`config.mk`:
```
export PLATFORM = sky130hd
export DESIGN_NAME = pm_wb_arbiter
export DESIGN_NICKNAME = d
export VERILOG_FILES = /design/src/rtl/pm_wb_arbiter.sv
export SDC_FILE = /design/constraint.sdc
export NUM_CORES = 1
export LEC_CHECK = 0
export BUFFER_PORTS_ARGS = -buffer_cell sky130_fd_sc_hd__buf_2
export CAP_MARGIN = 20
export CORE_ASPECT_RATIO = 1.5
export CORE_MARGIN = 2
export CORE_UTILIZATION = 42
export DETAILED_ROUTE_END_ITERATION = 8
export HOLD_SLACK_MARGIN = 0.05
export PLACE_DENSITY_LB_ADDON = 0.1
export SLEW_MARGIN = 20
export SYNTH_ARGS = -nofsm -noshare
export SYNTH_HDL_FRONTEND = slang
export SYNTH_SLANG_ARGS = --single-unit
```
`constraint.sdc`:
```
create_clock -name wb_clk_i -period 2.85 [get_ports wb_clk_i]
set_input_delay 0.57 -clock wb_clk_i [delete_from_list [all_inputs] [get_ports wb_clk_i]]
set_output_delay 0.57 -clock wb_clk_i [all_outputs]
set_load 0.005 [all_outputs]
```
`src/rtl/pm_wb_arbiter.sv`:
```
// Three-master Wishbone arbiter in front of the power_manager register slave.
// Ports: wb_clk_i/wb_rst_n_i; m_* master side (bit/slice k = master k);
//        s_* slave side; grant_o/grant_valid_o owner; timeout_count_o aborts.
module pm_wb_arbiter #(
  parameter logic [15:0] TIMEOUT     = 16'd1023,
  parameter bit          PRIORITY_M2 = 1'b0
) (
  input  logic        wb_clk_i,
  input  logic        wb_rst_n_i,
  input  logic [2:0]  m_cyc_i,
  input  logic [2:0]  m_stb_i,
  input  logic [2:0]  m_we_i,
  input  logic [47:0] m_adr_i,
  input  logic [47:0] m_dat_i,
  output logic [15:0] m_dat_o,
  output logic [2:0]  m_ack_o,
  output logic [2:0]  m_err_o,
  output logic        s_cyc_o,
  output logic        s_stb_o,
  output logic        s_we_o,
  output logic [15:0] s_adr_o,
  output logic [15:0] s_dat_o,
  input  logic [15:0] s_dat_i,
  input  logic        s_ack_i,
  output logic [1:0]  grant_o,
  output logic        grant_valid_o,
  output logic [7:0]  timeout_count_o
);

  typedef enum logic [1:0] {
    S_IDLE,
    S_OWNED,
    S_ABORT
  } state_t;

  state_t      r_state;
  logic [1:0]  r_grant;
  logic        r_gv;
  logic [1:0]  r_last;
  logic [15:0] r_tcnt;
  logic [7:0]  r_tocnt;

  logic [1:0]  w_p1;
  logic [1:0]  w_p2;
  logic [1:0]  w_win;
  logic        w_cyc;
  logic        w_stb;
  logic        w_we;
  logic [15:0] w_adr;
  logic [15:0] w_dat;
  logic        w_owned;
  logic        w_stall;
  logic [15:0] w_tnext;

  // Round-robin search order: last+1, last+2, last (mod 3).
  always_comb begin
    w_p1  = (r_last == 2'd2) ? 2'd0 : r_last + 2'd1;
    w_p2  = (w_p1 == 2'd2) ? 2'd0 : w_p1 + 2'd1;
    w_win = r_last;
    if (m_cyc_i[w_p1])
      w_win = w_p1;
    else if (m_cyc_i[w_p2])
      w_win = w_p2;
    if (PRIORITY_M2 && m_cyc_i[2])
      w_win = 2'd2;
  end

  always_comb begin
    w_cyc = m_cyc_i[0];
    w_stb = m_stb_i[0];
    w_we  = m_we_i[0];
    w_adr = m_adr_i[15:0];
    w_dat = m_dat_i[15:0];
    unique case (r_grant)
      2'd1: begin
        w_cyc = m_cyc_i[1];
        w_stb = m_stb_i[1];
        w_we  = m_we_i[1];
        w_adr = m_adr_i[31:16];
        w_dat = m_dat_i[31:16];
      end
      2'd2: begin
        w_cyc = m_cyc_i[2];
        w_stb = m_stb_i[2];
        w_we  = m_we_i[2];
        w_adr = m_adr_i[47:32];
        w_dat = m_dat_i[47:32];
      end
      default: ;
    endcase
  end

  assign w_owned = (r_state == S_OWNED);
  assign w_stall = w_stb & ~s_ack_i;
  assign w_tnext = r_tcnt + 16'd1;

  assign s_cyc_o = w_owned & w_cyc;
  assign s_stb_o = w_owned & w_stb;
  assign s_we_o  = w_owned & w_we;
  assign s_adr_o = w_adr;
  assign s_dat_o = w_dat;
  assign m_dat_o = s_dat_i;

  // Ack only reaches the owner; acks outside OWNED are dropped.
  assign m_ack_o = w_owned ? (3'(s_ack_i) << r_grant) : 3'b000;
  assign m_err_o = (r_state == S_ABORT) ? (3'b001 << r_grant) : 3'b000;

  assign grant_o         = r_grant;
  assign grant_valid_o   = r_gv;
  assign timeout_count_o = r_tocnt;

  always_ff @(posedge wb_clk_i) begin
    if (!wb_rst_n_i) begin
      r_state <= S_IDLE;
      r_grant <= 2'd0;
      r_gv    <= 1'b0;
      r_last  <= 2'd2;
      r_tcnt  <= 16'd0;
      r_tocnt <= 8'd0;
    end else begin
      unique case (r_state)
        S_IDLE: begin
          r_tcnt <= 16'd0;
          if (|m_cyc_i) begin
            r_state <= S_OWNED;
            r_grant <= w_win;
            r_gv    <= 1'b1;
          end
        end
        S_OWNED: begin
          if (!w_cyc) begin
            r_state <= S_IDLE;
            r_gv    <= 1'b0;
            r_last  <= r_grant;
            r_tcnt  <= 16'd0;
          end else if (w_stall) begin
            r_tcnt <= w_tnext;
            if (w_tnext == TIMEOUT) begin
              r_state <= S_ABORT;
              if (r_tocnt != 8'hFF)
                r_tocnt <= r_tocnt + 8'd1;
            end
          end else begin
            r_tcnt <= 16'd0;
          end
        end
        S_ABORT: begin
          r_state <= S_IDLE;
          r_gv    <= 1'b0;
          r_last  <= r_grant;
          r_tcnt  <= 16'd0;
        end
        default: r_state <= S_IDLE;
      endcase
    end
  end

endmodule

```
==> results of run 1 <==
power by group:
group	total, mW	internal, mW	switching, mW
clock	0.465	0.283	0.182
sequential	0.465	0.449	0.0160
combinational	0.749	0.323	0.426
worst paths after layout:
path / start / endpoint / slack [ns] / cells after the start
setup / recovery: grant_o[0] / s_cyc_o / 0.25 / 8
hold / removal: timeout_count_o[4] / timeout_count_o[4] / 0.48 / 2
setup reg to reg: r_tcnt[1] / timeout_count_o[5] / 0.30 / 8
hold reg to reg: timeout_count_o[4] / timeout_count_o[4] / 0.48 / 2
critical path: cells and delay by family, from the launching register on:
family	cells	cell delay [ns]
flip-flops	1	0.39
AND/OR/NAND/NOR	2	0.22
adder cells (fa/ha/maj)	1	0.36
buffers and inverters	4	0.56
AO/OA/AOI/OAI	1	0.20
flip-flops by register name, summed over array words and instances (netlist names):
register	cells
r_tcnt	16
grant_valid_o	1
grant_o	2
r_state	2
r_last	2
timeout_count_o	8
what timing repair did:
| item | 4_1_cts | 5_1_grt |
|---|---|---|
| setup endpoints to repair | 0 | 12 |
| gates resized for setup | 0 | 3 |
| hold buffers | 0 | 0 |
cells by family after synthesis:
group,after synthesis,synth area share
AND/OR/NAND/NOR,143,0.272
AO/OA/AOI/OAI,140,0.315
buffers and inverters,54,0.109
flip-flops,31,0.222
adder cells (fa/ha/maj),11,0.0492
XOR/XNOR,6,0.0188
multiplexers,4,0.0143
layout make-up:
| type | instances | area (um2) | share of cell area |
|---|---|---|---|
| clock inverters | 2 | 35.0 | 0.00974 |
| diodes | 1 | 2.50 | 0.000695 |
| multi-input cells | 304 | 1870 | 0.521 |
| clock buffers | 6 | 82.6 | 0.0229 |
| repair buffers | 166 | 852 | 0.237 |
| well taps | 76 | 95.1 | 0.0264 |
| inverters | 9 | 33.8 | 0.00939 |
| flip-flops and latches | 31 | 623 | 0.173 |
metal layers:
layer | vias up | GRT usage | share of wire | routed length (um)
met5 | - | 0 | 0 | 0
met4 | 0 | 0.0943 | 0.027 | 245
met3 | 16 | 0.0688 | 0.083 | 753
met2 | 146 | 0.420 | 0.49 | 4460
met1 | 1544 | 0.296 | 0.40 | 3630
li1 | 1671 | - | - | -
layout by cell type (no fill, tap or decap), drive strengths merged, types with 3 or more instances in the layout:
master	Yosys	layout
buf	21	166
a21oi	60	60
nor2	47	47
a22oi	36	36
dfxtp	31	31
nand2	24	24
o21ai	20	20
nand3	13	13
nor3	12	12
ha	11	11
inv	8	8
and2	8	8
or3	7	7
clkbuf	24	6
and3	5	5
xnor2	5	5
a211oi	5	5
o31ai	4	4
or4	4	4
nand2b	4	4
mux2i	4	4
nor4	4	4
a31oi	3	3
nand4b	3	3
and4	3	3
==> results.py, run 1 <==
metrics = {
    "run_status": {
        "status": "finished, final reports clean",
    },
    "grt": {
        "grtUsageTotal": 0.249,
        "grt-ovfl-total": 0,
        "grt_max_degree": 57,
        "grt_antenna_before_repair": 1,
        "first_global_vias": 3239,
        "grt_pass1_wl_um": 15000,
    },
    "timing": {
        "min_period_over_period": 0.914,
        "slew-limit-headroom": 0.549,
        "hold_viol": 0,
        "slew_viol_final": 0,
        "grt_setup_unrepaired": "no",
        "tightest_slew_ns": 0.676,
        "period_needed_ns": 2.60,
        "setup_ws_ns": 0.246,
        "clock_skew_ns": 0.0107,
        "fin_tns_setup_ns": 0,
        "setup_viol": 0,
        "hold-worst-slack_ns": 0.478,
        "fmax_mhz": 384,
    },
    "placement": {
        "io_buffers": 159,
        "placedCellCount": 586,
        "place_area_mm2": 0.00347,
        "dp_hpwl_um": 7170,
        "dpl_worst_slack_ns": 0.260,
        "routabilityCongestion": 0.918,
    },
    "worst_setup_path": {
        "slowest_delay_ns": 0.39,
        "endpoint_kind": "output pin",
        "slowest_stage": "dfxtp_2",
        "critPathLaunchType": "flop",
        "crit_arrival_ns": 2.03,
        "crit_fanout": 14,
        "cp_cell_sequence": "inv_1 -> ha_2 -> buf_4 -> nor2_1 -> a21oi_1 -> nand2_1 -> clkinv_1 -> buf_2",
        "worst_ep_required_time_ns": 2.28,
        "timing_worst_setup_path_type": "reg -> out",
    },
    "floorplan": {
        "num_io_pins": 192,
        "num_rows": 36,
        "die-area_mm2": 0.00734,
        "start_util": 0.431,
        "core_area_mm2": 0.00649,
        "fp.dieH_um": 104,
        "die_w_um": 70.6,
    },
    "cts": {
        "cts_setup_buffers": 0,
        "path_clk_slew_ns": 0.07,
        "cts_tree": "done",
        "cts_sinks": 31,
        "htreeDepth": 2,
        "clock_latency_ns": 0.29,
        "cts_made_buffers": 5,
        "cts_buffer_depth": 2,
        "cts_root_buffer": "clkbuf_8",
    },
    "detailed_routing": {
        "vias_per_cell": 5.68,
        "drc": 0,
        "drt-initial-drc-count": 266,
        "drt.antenna.violating_nets": 0,
        "routed_wl_um": 9090,
        "dr.pass1.iters": 5,
        "num_vias": 3377,
        "routedWlPerCell_um": 15.3,
    },
    "yosys": {
        "ys_seq_area_frac": 0.222,
        "synth-edff-count": 0,
        "yosysTopAreaCellShare": 0.222,
        "ys_async_sr_fraction": 0,
        "synthesis.nets": 524,
        "syn_area_mm2": 0.00280,
        "synth_area_leaders": "dfxtp_1, a21oi_1, a22oi_1",
        "ys_types": 57,
        "synth_common_cells": "a21oi_1, nor2_1, a22oi_1",
        "syn_avg_cell_area_um2": 7.19,
        "synth_most_common_cell": "a21oi_1",
        "syn_inst": 389,
        "yosysWarnings": 0,
        "yosys.area.top_type": "dfxtp_1",
        "ys_seq_elements": 31,
        "synth_flop_cell": "dfxtp_1",
    },
    "power_and_ir_drop": {
        "p_per_area_mw_per_mm2": 466,
        "power.total_mw": 1.68,
        "leakage_nw": 1.57,
        "peakVddDrop_v": 0.000180,
    },
    "layout": {
        "drive_gt1_frac": 0.378,
        "design_area_mm2": 0.00360,
        "final_util": 0.555,
        "syn_to_final_growth_pct": 28.7,
        "final_cells": 595,
        "nFillCells": 668,
        "nNetsFinal": 652,
    },
    "job": {
        "maxCapViolCount": 0,
    },
    "hold_path": {
        "hp-class": "reg -> reg",
    },
}
(Power assumes the default switching activity.)
==> run 2: changes to the inputs <==
--- a/config.mk
+++ b/config.mk
@@ -10,6 +10,7 @@
 export CORE_ASPECT_RATIO = 1.5
 export CORE_MARGIN = 2
 export CORE_UTILIZATION = 42
+export CTS_BUF_LIST = sky130_fd_sc_hd__clkbuf_16
 export DETAILED_ROUTE_END_ITERATION = 8
 export HOLD_SLACK_MARGIN = 0.05
 export PLACE_DENSITY_LB_ADDON = 0.1
==> results.py, run 2 (synthesis results as in run 1) <==
metrics = {
    "run_status": {
        "status": "finished, final reports clean",
    },
    "cts": {
        "cts_sinks": 31,
        "clock_latency_ns": 0.28,
        "path_clk_slew_ns": 0.06,
        "cts_tree": "done",
        "htreeDepth": 2,
        "cts_hold_buf": 0,
        "cts_root_buffer": "clkbuf_16",
        "cts_made_buffers": 5,
        "cts_buffer_depth": 2,
    },
    "hold_path": {
        "whs_path_depth": 2,
        "hold_end": "timeout_count_o[4]",
        "min-delay-start": "timeout_count_o[4]",
        "hp-class": "reg -> reg",
    },
    "timing": {
        "slew-limit-headroom": 0.531,
        "grt_setup_unrepaired": "no",
        "fmax_mhz": 378,
        "min_period_over_period": 0.928,
        "tightest_slew_ns": 0.703,
        "hold_viol": 0,
        "fin_tns_setup_ns": 0,
        "period_needed_ns": 2.64,
        "setup_viol": 0,
        "clock_skew_ns": 0.00585,
        "slew_viol_final": 0,
    },
    "grt": {
        "grt-ovfl-total": 0,
        "grt_antenna_before_repair": 1,
        "grtUsageTotal": 0.250,
        "grt_max_degree": 57,
        "grt_pass1_wl_um": 15200,
        "first_global_vias": 3249,
    },
    "detailed_routing": {
        "vias_per_cell": 5.68,
        "drt.antenna.violating_nets": 0,
        "num_vias": 3381,
        "drt-initial-drc-count": 279,
        "routedWlPerCell_um": 15.4,
        "drc": 0,
        "dr.pass1.iters": 4,
        "routed_wl_um": 9150,
    },
    "worst_setup_path": {
        "endpoint_kind": "output pin",
        "r2r-start": "r_tcnt[1]",
        "crit_arrival_ns": 2.07,
        "worst_ep_required_time_ns": 2.28,
        "critPathLaunchType": "flop",
        "r2r_cells": 8,
        "timing_worst_setup_path_type": "reg -> out",
        "crit_fanout": 56,
        "timing.rr.end": "timeout_count_o[5]",
        "slowest_delay_ns": 0.44,
        "rrSetupSlack_ns": 0.25,
        "cp_cell_sequence": "inv_1 -> ha_2 -> buf_4 -> nor2_1 -> a21oi_1 -> buf_2",
        "slowest_stage": "buf_4",
    },
    "power_and_ir_drop": {
        "p_per_area_mw_per_mm2": 500,
        "peakVddDrop_v": 0.000221,
        "leakage_nw": 1.58,
    },
    "layout": {
        "final_cells": 595,
        "largest_reg_flops": 16,
        "top_register": "r_tcnt",
        "final_common_cell": "buf_2",
        "drive_gt1_frac": 0.376,
        "syn_to_final_growth_pct": 30.2,
        "layout_common_cells": "buf_2, a21oi_1, nor2_1",
        "nNetsFinal": 652,
    },
    "floorplan": {
        "core_area_mm2": 0.00649,
        "num_io_pins": 192,
        "die_w_um": 70.6,
        "start_util": 0.431,
        "die-area_mm2": 0.00734,
        "fp.dieH_um": 104,
        "num_rows": 36,
    },
    "placement": {
        "dp_hpwl_um": 7170,
        "placedCellCount": 586,
        "io_buffers": 159,
        "routabilityCongestion": 0.918,
    },
    "job": {
        "maxCapViolCount": 0,
    },
}
-- run 2: changes by cell type in the layout (fill, tap and decap cells not counted) --
cell	before	now
clkbuf_8	6	0
clkbuf_16	0	5
buf_6	1	0
buf_4	6	7
clkinv_1	1	2
-- run 2: timing repair --
action                                  CTS  global route
endpoints found under the setup margin    0             8
setup buffers                             0             0
gates resized for setup                   0             2
-- run 2: critical path: cells and delay by family (launching register included) --
kind | cells | cell delay [ns]
flip-flops | 1 | 0.39
AND/OR/NAND/NOR | 1 | 0.10
buffers and inverters | 3 | 0.71
AO/OA/AOI/OAI | 1 | 0.23
adder cells (fa/ha/maj) | 1 | 0.36
-- run 2: metal layers --
| layer | routed length [um] | global-route usage | part of all wire |
|---|---|---|---|
| met1 | 3740 | 0.301 | 0.41 |
| met4 | 170 | 0.0849 | 0.019 |
| met2 | 4510 | 0.425 | 0.49 |
| met3 | 728 | 0.0669 | 0.080 |
| met5 | 0 | 0 | 0 |
-- run 2: per-stage QoR --
stage          utilization  total power [mW]  hold slack, ns  instance area (um2)  setup slack (ns)
2_1_floorplan            -             0.895           0.459                 2800             0.365
3_3_place_gp         0.535              1.21           0.465                 3470             0.350
3_5_place_dp         0.535              1.22           0.475                 3470             0.260
4_1_cts              0.561              1.82           0.483                 3640             0.111
5_1_grt              0.561              1.93           0.516                 3640            0.0509
6_report             0.561              1.82           0.475                 3640             0.206
-- run 2: worst max-delay path by stage --
| stage | from | to | slack [ns] | cells after the start |
|---|---|---|---|---|
| 4_1_cts | grant_o[0] | s_dat_o[11] | 0.11 | 6 |
| 2_1_floorplan | grant_o[0] | timeout_count_o[4] | 0.36 | 10 |
| 6_report | grant_o[0] | s_dat_o[11] | 0.21 | 6 |
| 3_3_place_gp | grant_o[0] | timeout_count_o[5] | 0.35 | 9 |
| 5_1_grt | grant_o[0] | s_dat_o[11] | 0.05 | 6 |
| 3_5_place_dp | grant_o[0] | timeout_count_o[5] | 0.26 | 9 |
-- run 2: layout make-up --
class                   count  area [um2]
diodes                      1        2.50
clock buffers               5         125
clock inverters             3        38.8
fillers                   667        2850
inverters                   9        33.8
multi-input cells         304        1870
flip-flops and latches     31         623
well taps                  76        95.1
repair buffers            166         848
-- run 2: where the power goes --
part	leakage [nW]	switching, mW	total [mW]	internal [mW]
registers	0.252	0.0161	0.465	0.449
clock network	0.0812	0.201	0.608	0.407
logic	1.25	0.425	0.745	0.321
total	1.58	0.642	1.82	1.18
